==> config.mk <==
export PLATFORM = sky130hd
export DESIGN_NAME = usb_utm_line_mon
export DESIGN_NICKNAME = d
export VERILOG_FILES = /design/src/rtl/usb_utm_line_mon.sv
export SDC_FILE = /design/constraint.sdc
export NUM_CORES = 1
export LEC_CHECK = 0
export CAP_MARGIN = 20
export CORE_ASPECT_RATIO = 1.1
export CORE_MARGIN = 3
export CORE_UTILIZATION = 45
export DETAILED_ROUTE_END_ITERATION = 16
export PLACE_DENSITY = 0.63
export RECOVER_POWER = 50
export SLEW_MARGIN = 20
export SYNTH_ARGS = -nofsm -noshare
export SYNTH_HDL_FRONTEND = slang
export SYNTH_SLANG_ARGS = --single-unit
export TNS_END_PERCENT = 50
==> constraint.sdc <==
create_clock -name clk -period 5 [get_ports clk]
set_input_delay 1 -clock clk [delete_from_list [all_inputs] [get_ports clk]]
set_output_delay 1 -clock clk [all_outputs]
set_load 0.01 [all_outputs]
==> src/rtl/usb_utm_line_mon.sv <==
// usb_utm_line_mon: deglitches UTM line_state and reports bus reset, suspend, resume and SE1
module usb_utm_line_mon #(
    parameter int FILT_CYCLES    = 4,
    parameter int RESET_CYCLES   = 150,
    parameter int SUSPEND_CYCLES = 180000,
    parameter bit LOW_SPEED      = 1'b0
) (
    input  logic       clk,
    input  logic       rst,
    input  logic [1:0] line_state,
    input  logic [1:0] op_mode,
    output logic [1:0] filt_state,
    output logic       bus_reset,
    output logic       bus_reset_start,
    output logic       suspend,
    output logic       suspend_start,
    output logic       resume,
    output logic       se1_err
);
    localparam int TMR_MAX = (RESET_CYCLES > SUSPEND_CYCLES) ? RESET_CYCLES : SUSPEND_CYCLES;
    localparam int TMR_W   = $clog2(TMR_MAX + 1);
    localparam int STAB_W  = $clog2(FILT_CYCLES + 1);
    localparam logic [1:0] LS_SE0 = 2'b00, LS_J = 2'b01, LS_K = 2'b10, LS_SE1 = 2'b11;
    localparam logic [1:0] OM_DISABLE = 2'b10;
    localparam logic [1:0] ST_ACTIVE = 2'b00, ST_RESET = 2'b01, ST_SUSPEND = 2'b10, ST_RESUME = 2'b11;

    logic [1:0]        ls_in, line_q, state, state_nxt;
    logic [STAB_W-1:0] stab_cnt;
    logic [TMR_W-1:0]  timer;
    logic              same, filt_upd, frozen, se0_held, j_held;

    // LS devices see J/K swapped on the wire; flip them so filt_state is always in device terms
    assign ls_in    = (LOW_SPEED && (line_state[0] ^ line_state[1])) ? ~line_state : line_state;
    assign same     = ls_in == line_q;
    // accept on the edge where the stability count reaches FILT_CYCLES
    assign filt_upd = same && (32'(stab_cnt) >= FILT_CYCLES - 1) && line_q != filt_state;
    assign frozen   = op_mode == OM_DISABLE;
    assign se0_held = filt_state == LS_SE0 && 32'(timer) + 1 >= RESET_CYCLES;
    assign j_held   = filt_state == LS_J && 32'(timer) + 1 >= SUSPEND_CYCLES;
    assign bus_reset = state == ST_RESET;
    assign suspend   = state == ST_SUSPEND;

    // input register, stability counter and filtered line state
    always_ff @(posedge clk) begin
        if (rst) begin
            line_q     <= LS_SE0;
            stab_cnt   <= '0;
            filt_state <= LS_SE0;
            se1_err    <= 1'b0;
        end else begin
            line_q     <= ls_in;
            stab_cnt   <= !same ? '0 : (32'(stab_cnt) < FILT_CYCLES) ? stab_cnt + STAB_W'(1) : stab_cnt;
            filt_state <= filt_upd ? line_q : filt_state;
            se1_err    <= filt_upd && line_q == LS_SE1;
        end
    end

    // saturating age of the current filtered state; held at 0 while timing is disabled
    always_ff @(posedge clk) begin
        if (rst || frozen || filt_upd)
            timer <= '0;
        else if (timer != '1)
            timer <= timer + TMR_W'(1);
    end

    // bus condition state machine; frozen in DISABLE so no transitions or pulses occur
    always_comb begin
        state_nxt = state;
        if (!frozen)
            case (state)
                ST_ACTIVE:  state_nxt = se0_held ? ST_RESET : j_held ? ST_SUSPEND : ST_ACTIVE;
                ST_RESET:   state_nxt = filt_state != LS_SE0 ? ST_ACTIVE : ST_RESET;
                ST_SUSPEND: state_nxt = filt_state == LS_K ? ST_RESUME : se0_held ? ST_RESET : ST_SUSPEND;
                default:    state_nxt = filt_state == LS_J ? ST_ACTIVE : se0_held ? ST_RESET : ST_RESUME;
            endcase
    end

    // state register and entry pulses; one transition per edge keeps pulses mutually exclusive
    always_ff @(posedge clk) begin
        if (rst) begin
            state           <= ST_ACTIVE;
            bus_reset_start <= 1'b0;
            suspend_start   <= 1'b0;
            resume          <= 1'b0;
        end else begin
            state           <= state_nxt;
            bus_reset_start <= state_nxt == ST_RESET && state != ST_RESET;
            suspend_start   <= state_nxt == ST_SUSPEND && state != ST_SUSPEND;
            resume          <= state_nxt == ST_RESUME && state == ST_SUSPEND;
        end
    end
endmodule

==> impl_metrics.csv <==
group,metric,value,unit
die,start_util,47.7,%
pwr,powerDensity,235,nW/um^2
pwr,p_sw,106,uW
clock_network,cts.sinks,31,
synthesis,synthesis.area,2090,sq um
timing,fin_skew,0.00724,ns
global_routing,grt_overflow,0,
clock_network,cts_tree,"built",
timing,max_slew_margin,55.7,%
timing,max_slew.worst_pin.slew,0.662,ns
synthesis,synth_edf_count,0,
clock_network,clkTransAtPathRegs,0.07,ns
die,die-area,5500,sq um
routing,vias_per_cell,5.79,
global_routing,grt_usage,16.1,%
placement,dp_hpwl,3000,um
setup_path,cp_max_fo,18,
clock_network,post_cts_buffers,0,
global_routing,grt_pass1_wl,7170,um
timing,final_max_slew_viol_count,0,
layout,fin_area,2250,sq um
global_routing,antenna_found_initial,0,
synthesis,synth_top_area_share,29.7,%
clock_network,cts_buffer_depth,2,
layout,layout-drive-gt1-share,13.2,%
setup_path,reg2regPathDepth,8,
routing,drtIter0Drc,101,
placement,port_buffers,13,
die,fp.dieH,77.5,um
synthesis,synth-async-reset-ratio,0,%
setup_path,cp.arrival,3.07,ns
global_routing,grt_pass1_vias,1512,
routing,drt-wirelength-per-cell,14.2,um
run,maxCapViolations,0,
synthesis,synthCells,232,
die,rows,25,
clock_network,worstSkewPairLatency,0.28,ns
timing,setup_viol,0,
placement,dpl_cell_area,2130,sq um
clock_network,ctsHoldBuffers,0,
pwr,total_power,528,uW
synthesis,synth_most_common_cell,"dfxtp_1",
pwr,p_int,422,uW
layout,area_delta_synth_final,7.54,%
pwr,p_seq_share,48.3,%
pwr,p_sw_share,20.1,%
layout,insertedDiodeCount,0,
setup_path,reg2reg_slack,2.13,ns
setup_path,start_kind,"primary input",
timing,min_period,2.92,ns
clock_network,cts_resized,0,
die,fp.dieW,71.0,um
routing,vias,1668,
layout,layout.nets,243,
clock_network,cts_buffers,5,
timing,fmax,342,MHz
synthesis,synth-seq-cells,31,
worst_hold_path,hp-class,"flip-flop to flip-flop",
pwr,ir_worst_vdd,235,uV
synthesis,ys_top_cells_by_count,"dfxtp_1 (31), a21oi_1 (20), nor2_1 (20), xnor2_1 (14), nand2_1 (12)",
setup_path,cp-startpoint,"line_state[1]",
timing,hold_ws,0.537,ns
synthesis,synth_area_leaders,"dfxtp_1 (30%), xnor2_1 (5.9%), a21oi_1 (4.8%), nor2_1 (3.6%), nand4_4 (3.1%)",
synthesis,syn_nets,242,
synthesis,ys.flop_type,"dfxtp_1",
setup_path,cp-endpoint,"timer[14]",
pwr,clkPwrFrac,47.3,%
synthesis,yosysSeqAreaShare,29.7,%
clock_network,htree_levels,2,
synthesis,ys.warnings.count,0,
global_routing,grt_max_degree,19,
setup_path,r2r-end,"suspend_start",
layout,fin_util,51.3,%
setup_path,end_kind,"flip-flop",
routing,first_pass_iters,4,
synthesis,ys_types,58,
timing,fin_tns_setup,0,ns
pwr,p_leak,0.000814,uW
run_status,status,"finished clean",
die,pin_count,14,
pwr,pwr-share-comb,4.4,%
routing,finalWirelength,4080,um
clock_network,cts_root_buf,"clkbuf_8",
die,core_area,4380,sq um
setup_path,r2r_start,"timer[0]",
synthesis,synth_area_per_cell,9.01,sq um
timing,grt_setup_unrepaired,"no",
synthesis,synth_top_area_cell,"dfxtp_1",
setup_path,cp.required,5.15,ns
timing,finalCritPeriodShare,58.4,%
setup_path,worstSetupPathType,"primary input to flip-flop",
routing,postRouteAntennaNets,0,
timing,hold_violations,0,
routing,route.detailed.drc,0,
placement,gp_congestion,0.844,
[area by class of cell]
cell class | instances | area, sq um
fillers | 438 | 2130
multi-input cells | 174 | 1280
flip-flops and latches | 31 | 621
repair buffers | 13 | 130
clock buffers | 6 | 82.6
well taps | 54 | 67.6
clock inverters | 2 | 35.0
inverters | 8 | 30.0
[per-stage QoR]
step	setup slack, ns	cells
2_1_floorplan	2.44	232
3_3_place_gp	2.03	280
3_5_place_dp	1.92	280
4_1_cts	2.10	288
5_1_grt	1.84	288
6_report	2.08	288
[worst min-delay path by stage]
stage,end,startpoint,cells after the start
2_1_floorplan,stab_cnt[1],stab_cnt[1],2
3_3_place_gp,stab_cnt[1],stab_cnt[1],2
3_5_place_dp,stab_cnt[2],stab_cnt[2],2
4_1_cts,stab_cnt[2],stab_cnt[2],2
5_1_grt,stab_cnt[2],stab_cnt[2],2
6_report,stab_cnt[2],stab_cnt[2],2
[per-layer routing]
layer | global-route usage (%) | share of wire, %
met5 | 0 | 0
met1 | 22.8 | 49
met3 | 4.02 | 3.4
met4 | 6.58 | 2.6
met2 | 23.3 | 45
[cell usage in the layout, fill, tap and decap left out, types with 4 or more instances in the layout]
cell type / Yosys / final
nor2b_1: 4 / 4
a21oi_1: 20 / 20
a31oi_1: 7 / 7
dfxtp_1: 31 / 31
xnor2_1: 14 / 14
dlygate4sd3_1: 0 / 10
inv_1: 8 / 8
nor2_1: 20 / 20
o21ai_0: 5 / 5
nand2_1: 12 / 12
clkbuf_8: 3 / 6
a211oi_1: 4 / 4
mux2i_1: 4 / 4
nand4_1: 6 / 6
xor2_1: 6 / 6
nor3_1: 6 / 6
ha_1: 4 / 4
nand3_1: 7 / 7
[power groups by stage]
stage | Clock [uW] | Combinational, uW | Sequential [uW]
after CTS | 258 | 23.9 | 255
after detailed placement | 0 | 23.6 | 261
final | 250 | 23.3 | 255
after floorplan | 0 | 17.0 | 260
after global routing | 270 | 26.7 | 256
after global placement | 0 | 23.5 | 261
[flip-flops by register name, indices dropped and copies added (netlist names)]
| signal | cells |
|---|---|
| filt_state | 2 |
| line_q | 2 |
| state | 2 |
| resume | 1 |
| timer | 18 |
| suspend_start | 1 |
| stab_cnt | 3 |
| bus_reset_start | 1 |
| se1_err | 1 |
[worst max-delay path, cell delays in order]
cell,delay (ns)
dlygate4sd3_1,0.56
xor2_1,0.16
nor3_1,0.41
a21boi_0,0.29
or3_1,0.52
nor3_1,0.13
[kinds of logic (layout without fill, tap and decap cells)]
group | count (synthesis) | in the layout | synth area share, %
XOR/XNOR | 20 | 20 | 8.38
AO/OA/AOI/OAI | 57 | 57 | 19.3
buffers and inverters | 27 | 29 | 8.98
adder cells (fa/ha/maj) | 4 | 4 | 2.39
flip-flops | 31 | 31 | 29.7
AND/OR/NAND/NOR | 89 | 89 | 29.4
multiplexers | 4 | 4 | 1.92
Note: power is estimated with default switching activity, not from simulation.
